===== config.mk =====
export PLATFORM = sky130hd
export DESIGN_NAME = i2c_req_arbiter
export DESIGN_NICKNAME = d
export VERILOG_FILES = /design/src/rtl/i2c_arb_pkg.sv /design/src/rtl/i2c_req_arbiter_rr_pick.sv /design/src/rtl/i2c_req_arbiter.sv
export SDC_FILE = /design/constraint.sdc
export NUM_CORES = 1
export LEC_CHECK = 0
export CORE_ASPECT_RATIO = 0.8
export CORE_MARGIN = 5
export CORE_UTILIZATION = 46
export DETAILED_ROUTE_END_ITERATION = 8
export PLACE_DENSITY_LB_ADDON = 0.1
export SLEW_MARGIN = 25
export SYNTH_ARGS = -nofsm -noshare
export SYNTH_HDL_FRONTEND = slang
export SYNTH_SLANG_ARGS = --single-unit

===== constraint.sdc =====
create_clock -name iCLK -period 3.7 [get_ports iCLK]
set_clock_uncertainty 0.2 [all_clocks]
set_input_delay 0.555 -clock iCLK [delete_from_list [all_inputs] [get_ports iCLK]]
set_output_delay 0.555 -clock iCLK [all_outputs]
set_load 0.02 [all_outputs]

===== src/rtl/i2c_arb_pkg.sv =====
// Shared types for the I2C request arbiter: FSM states, transfer descriptor
// layout and the error encoding used on resp_ack.
package i2c_arb_pkg;

    typedef enum logic [2:0] {
        ST_SYNC,
        ST_IDLE,
        ST_LAUNCH,
        ST_RUN,
        ST_RESP
    } arb_state_t;

    typedef struct packed {
        logic [6:0] addr;
        logic       wlen;
        logic [7:0] wdata1;
        logic [7:0] wdata2;
        logic       read;
    } i2c_desc_t;

    // resp_ack value reporting a NACK or an aborted transfer
    localparam logic RESP_ERR = 1'b1;

endpackage


===== src/rtl/i2c_req_arbiter_rr_pick.sv =====
// Combinational round-robin selector: starting just after 'last', return the
// first requester found searching upward with wrap, as one-hot and as index.
module rr_pick
    import i2c_arb_pkg::*;
#(
    parameter int N  = 3,
    parameter int IW = $clog2(N)
) (
    input  logic [N-1:0]  req,
    input  logic [IW-1:0] last,
    output logic [N-1:0]  gnt,
    output logic [IW-1:0] idx,
    output logic          any
);

    // Scan offsets 1..N from 'last'; the first active request wins
    always_comb begin
        int c;
        gnt = '0;
        idx = '0;
        any = 1'b0;
        c   = 0;
        for (int k = 1; k <= N; k++) begin
            c = (int'(last) + k) % N;
            if (!any && req[c]) begin
                any    = 1'b1;
                gnt[c] = 1'b1;
                idx    = IW'(c);
            end
        end
    end

endmodule


===== src/rtl/i2c_req_arbiter.sv =====
// Shares one I2C master engine between N_REQ requesters. Grants round-robin,
// latches the winner's descriptor onto the master, runs the START/END
// handshake and returns ACK/read data with a one-cycle done pulse. A
// watchdog aborts stalled transfers so a wedged bus cannot block others.
module i2c_req_arbiter
    import i2c_arb_pkg::*;
#(
    parameter int N_REQ     = 3,
    parameter int START_TMO = 1024,
    parameter int RUN_TMO   = 2_000_000
) (
    input  logic                 iCLK,
    input  logic                 iRST_N,
    input  logic [N_REQ-1:0]     req,
    input  logic [7*N_REQ-1:0]   req_addr,
    input  logic [N_REQ-1:0]     req_wlen,
    input  logic [8*N_REQ-1:0]   req_wdata1,
    input  logic [8*N_REQ-1:0]   req_wdata2,
    input  logic [N_REQ-1:0]     req_read,
    output logic [N_REQ-1:0]     gnt,
    output logic [N_REQ-1:0]     done,
    output logic                 resp_ack,
    output logic                 resp_tmo,
    output logic [7:0]           resp_rdata,
    output logic                 m_start,
    output logic [6:0]           m_addr,
    output logic                 m_wlen,
    output logic [7:0]           m_wdata1,
    output logic [7:0]           m_wdata2,
    output logic                 m_read,
    input  logic                 m_end,
    input  logic                 m_ack,
    input  logic [7:0]           m_rdata
);

    localparam int IW = $clog2(N_REQ);
    localparam int CW = $clog2(RUN_TMO);
    localparam logic [CW-1:0] START_LIM = CW'(START_TMO - 1);
    localparam logic [CW-1:0] RUN_LIM   = CW'(RUN_TMO - 1);
    localparam logic [CW-1:0] CNT_MAX   = '1;

    arb_state_t      state_reg;
    logic [IW-1:0]   last_reg;
    logic [IW-1:0]   cur_reg;
    logic [CW-1:0]   cnt_reg;
    logic [CW-1:0]   cnt_next;
    logic            sync_after_reg;

    logic [N_REQ-1:0] pick_gnt;
    logic [IW-1:0]    pick_idx;
    logic             pick_any;
    i2c_desc_t        desc_in [N_REQ];
    i2c_desc_t        pick_desc;

    // Unpack the flat per-requester buses into descriptor records
    genvar gi;
    generate
        for (gi = 0; gi < N_REQ; gi++) begin : g_desc
            assign desc_in[gi] = '{addr:   req_addr[7*gi +: 7],
                                   wlen:   req_wlen[gi],
                                   wdata1: req_wdata1[8*gi +: 8],
                                   wdata2: req_wdata2[8*gi +: 8],
                                   read:   req_read[gi]};
        end
    endgenerate

    rr_pick #(
        .N  (N_REQ),
        .IW (IW)
    ) u_pick (
        .req  (req),
        .last (last_reg),
        .gnt  (pick_gnt),
        .idx  (pick_idx),
        .any  (pick_any)
    );

    // One-hot mux of the winning descriptor (no out-of-range index possible)
    always_comb begin
        pick_desc = '0;
        for (int i = 0; i < N_REQ; i++) begin
            if (pick_gnt[i]) begin
                pick_desc = pick_desc | desc_in[i];
            end
        end
    end

    // Watchdog counter increment, saturating instead of wrapping
    always_comb begin
        cnt_next = (cnt_reg == CNT_MAX) ? cnt_reg : cnt_reg + CW'(1);
    end

    // Arbitration FSM with all outputs registered
    always_ff @(posedge iCLK or negedge iRST_N) begin
        if (!iRST_N) begin
            state_reg      <= ST_SYNC;
            last_reg       <= IW'(N_REQ - 1);
            cur_reg        <= '0;
            cnt_reg        <= '0;
            sync_after_reg <= 1'b0;
            gnt            <= '0;
            done           <= '0;
            resp_ack       <= 1'b0;
            resp_tmo       <= 1'b0;
            resp_rdata     <= 8'h00;
            m_start        <= 1'b0;
            m_addr         <= 7'h00;
            m_wlen         <= 1'b0;
            m_wdata1       <= 8'h00;
            m_wdata2       <= 8'h00;
            m_read         <= 1'b0;
        end else begin
            done <= '0;
            case (state_reg)
                // Master is not reset with us: wait until it reports idle
                ST_SYNC: begin
                    if (m_end) begin
                        state_reg <= ST_IDLE;
                    end
                end
                ST_IDLE: begin
                    if (pick_any) begin
                        gnt       <= pick_gnt;
                        cur_reg   <= pick_idx;
                        m_addr    <= pick_desc.addr;
                        m_wlen    <= pick_desc.wlen;
                        m_wdata1  <= pick_desc.wdata1;
                        m_wdata2  <= pick_desc.wdata2;
                        m_read    <= pick_desc.read;
                        m_start   <= 1'b1;
                        cnt_reg   <= '0;
                        state_reg <= ST_LAUNCH;
                    end
                end
                // Hold START until the master acknowledges by dropping END
                ST_LAUNCH: begin
                    if (!m_end) begin
                        m_start   <= 1'b0;
                        cnt_reg   <= '0;
                        state_reg <= ST_RUN;
                    end else if (cnt_reg == START_LIM) begin
                        m_start        <= 1'b0;
                        resp_tmo       <= 1'b1;
                        resp_ack       <= RESP_ERR;
                        resp_rdata     <= 8'h00;
                        done           <= gnt;
                        sync_after_reg <= 1'b0;
                        state_reg      <= ST_RESP;
                    end else begin
                        cnt_reg <= cnt_next;
                    end
                end
                // Transfer in progress: END high again means finished
                ST_RUN: begin
                    if (m_end) begin
                        resp_ack       <= m_ack;
                        resp_tmo       <= 1'b0;
                        resp_rdata     <= m_read ? m_rdata : 8'h00;
                        done           <= gnt;
                        sync_after_reg <= 1'b0;
                        state_reg      <= ST_RESP;
                    end else if (cnt_reg == RUN_LIM) begin
                        // Master still busy: resync before trusting it again
                        resp_tmo       <= 1'b1;
                        resp_ack       <= RESP_ERR;
                        resp_rdata     <= 8'h00;
                        done           <= gnt;
                        sync_after_reg <= 1'b1;
                        state_reg      <= ST_RESP;
                    end else begin
                        cnt_reg <= cnt_next;
                    end
                end
                // Done cycle: release grant and advance round-robin pointer
                ST_RESP: begin
                    gnt       <= '0;
                    last_reg  <= cur_reg;
                    state_reg <= sync_after_reg ? ST_SYNC : ST_IDLE;
                end
                default: begin
                    state_reg <= ST_SYNC;
                end
            endcase
        end
    end

endmodule


==> out/metrics.yaml <==
floorplanning:
  die_w_um: 114
  num_rows: 30
  dieArea_mm2: 0.0106
  io_pins: 132
  die_y_um: 93.0
  core-area_mm2: 0.00845
  start_util_pct: 46.9
timing:
  max_slew.worst_pin.slew_ps: 662
  setup_viol: 0
  tns_ps: 0
  whs_ps: 32.1
  hold_violations: 0
  finalCritPeriodShare_pct: 76.8
  final_max_slew_viol_count: 0
  min_period_ps: 2840
  rsz0062_at_grt: "false"
  slew_headroom_pct: 55.8
  fmax_mhz: 352
logic_synthesis:
  syn_area_per_cell_um2: 9.66
  synth-async-reset-ratio_pct: 100
  synth_nets: 505
  syn_area_mm2: 0.00396
  ys.flop_type: "dfrtp_1"
  ys_ff_latch: 71
  synth_cell_type_count: 61
  yosysWarningCount: 0
  synth_edf_count: 0
  ys_seq_area_share_pct: 44.9
  syn_inst: 410
placement:
  place_hpwl_mm: 8.84
  dp_cells: 630
  place_congestion: 0.891
  port_buffers: 131
drt:
  drtIter0Drc: 270
  vias: 3889
  viasPerCell: 6.02
  drtAntennaViolNets: 0
  wl_mm: 12.0
  dr.pass1.iters: 5
  avgRoutedWirePerCell_um: 18.6
  drc: 0
power_and_ir_drop:
  power_density_mw_per_mm2: 749
  p_leak_nw: 2.17
  vdd_drop_max_mv: 0.411
  total_power_w: 0.00411
global_routing:
  grt_util_all_layers_pct: 22.7
  grt_pass1_vias: 3757
  antenna_found_initial: 0
  gr-total-overflow: 0
  grt_max_degree: 52
  grt_pass1_wl_mm: 19.3
critical_path:
  crit_path_start_kind: "flop"
  r2r-end: "cnt_reg[7]"
  crit_type: "reg -> reg"
  cp-end-kind: "flop"
  critPathMaxFanout: 15
  r2r-start: "last_reg[1]"
  cp_data_arrival_time_ps: 2910
  ff2ff_setup_slack_ps: 860
  worst_ep_required_time_ps: 3760
  rr_worst_depth: 9
final_layout:
  drive_gt1_share_pct: 6.55
  largest_register_ffs: 21
  diodes: 0
  num-nets-final: 624
  area_delta_synth_final_pct: 38.7
  layout.cells.non_filler: 646
clock_network:
  cts-resized-gates: 0
  clk_pin_slew_ps: 80
  clock-root-buffer: "clkbuf_8"
  clk_latency_ps: 340
  ctsHoldBuffers: 0
  cts_tree: "done"
  clock-sinks: 71
  cts-buffers-inserted: 9
  cts_buffer_depth: 2
  htree_num_levels: 3
  post-cts-setup-buffers: 0
job:
  cap_violations: 0
run_status:
  status: "completed"
hold_path:
  hold_class: "in -> async"
==> area by class of cell <==
class                           instances  area [um2]
Sequential cell                        71        1780
Timing Repair Buffer                  141        1380
Fill cell                             726        2950
Clock buffer                           11         131
Inverter                               10        42.5
Multi-Input combinational cell        296        1960
Tap cell                              112         140
Clock inverter                          5        58.8
==> logic make-up after synthesis <==
| group | count (synthesis) | share of synthesized area [%] |
|---|---|---|
| AO/OA/AOI/OAI | 134 | 26.4 |
| multiplexers | 6 | 1.55 |
| AND/OR/NAND/NOR | 151 | 19.6 |
| buffers and inverters | 43 | 5.97 |
| adder cells (fa/ha/maj) | 5 | 1.58 |
| flip-flops | 71 | 44.9 |
==> cell usage in the layout, fill, tap and decap left out, drive strengths merged, types with 5 or more instances in the layout <==
cell type,instances
nand2b,6
mux2i,5
dfrtp,70
a221oi,26
nor3,5
or4,10
inv,9
o2bb2ai,26
a22o,10
clkbuf,11
a21oi,18
and2,9
buf,11
nand2,31
ha,5
o31ai,10
nand4,12
and3,5
nor4,6
clkdlybuf4s50,130
nor2,39
nand3,18
o21ai,13
==> worst max-delay path, cell delays in order (launching register included) <==
cell and delay (ps):
dfstp_2 540, inv_1 70, ha_1 250, mux2i_1 170, o22ai_1 220, a211o_1 250
nand2_2 180, buf_4 240, or4_1 480, a21oi_1 160
==> stage by stage <==
| stage | instance area [um2] | util [%] | setup WS, ps |
|---|---|---|---|
| floorplan | 3960 | - | 1070 |
| global placement | 5290 | 62.7 | 544 |
| detailed placement | 5300 | 62.8 | 597 |
| CTS | 5490 | 65.0 | 866 |
| global route | 5490 | 65.0 | 639 |
| finish | 5490 | 65.0 | 858 |
==> worst max path at each step <==
stage,slack [ps],endpoint,startpoint
2_1_floorplan,1070,cnt_reg[10],last_reg[1]
3_3_place_gp,540,gnt[0],req[1]
3_5_place_dp,600,cnt_reg[9],req[1]
4_1_cts,870,m_addr[2],last_reg[1]
5_1_grt,640,m_addr[2],last_reg[1]
6_report,860,cnt_reg[7],last_reg[1]
==> synthesized netlist by cell type (2+ instances only) <==
library cell  instances  area [um2]
a211o_1               3        26.3
a211oi_1              2        15.0
a21oi_1              18        90.1
a221oi_1             26         228
a22o_1               10        87.6
and2_1                8        50.1
and3_1                5        31.3
and4_1                2        17.5
buf_12                2        40.0
buf_2                12        60.1
buf_4                 2        15.0
buf_6                 2        22.5
clkbuf_1             14        52.6
dfrtp_1              70        1750
ha_1                  5        62.6
inv_1                 9        33.8
mux2i_1               5        50.1
nand2_1              30         113
nand2b_1              6        37.5
nand3_1              18        90.1
nand4_1              12        75.1
nand4b_1              2        17.5
nor2_1               38         143
nor2b_1               2        12.5
nor3_1                5        25.0
nor4_1                6        37.5
o21a_1                4        30.0
o21ai_0              11        55.1
o22a_1                2        17.5
o2bb2ai_1            26         228
o311ai_0              2        17.5
o31ai_1              10        75.1
o41ai_1               4        35.0
or4_1                10        75.1
==> power by group <==
part	internal (W)	switching, W	total (W)
clock	0.000312	0.000295	0.000607
combinational	0.000948	0.00132	0.00227
sequential	0.00105	0.000182	0.00123
total	0.00231	0.00180	0.00411
==> per-layer routing <==
metal | vias up | track usage [%] | part of all wire, % | routed length [um]
met1 | 1882 | 30.9 | 43 | 5170
met3 | 15 | 7.96 | 9.4 | 1130
met4 | 0 | 5.01 | 0.98 | 117
li1 | 1822 | - | - | -
met5 | - | 0 | 0 | 0
met2 | 170 | 35.1 | 46 | 5570
Note: power is estimated with default switching activity, not from simulation.
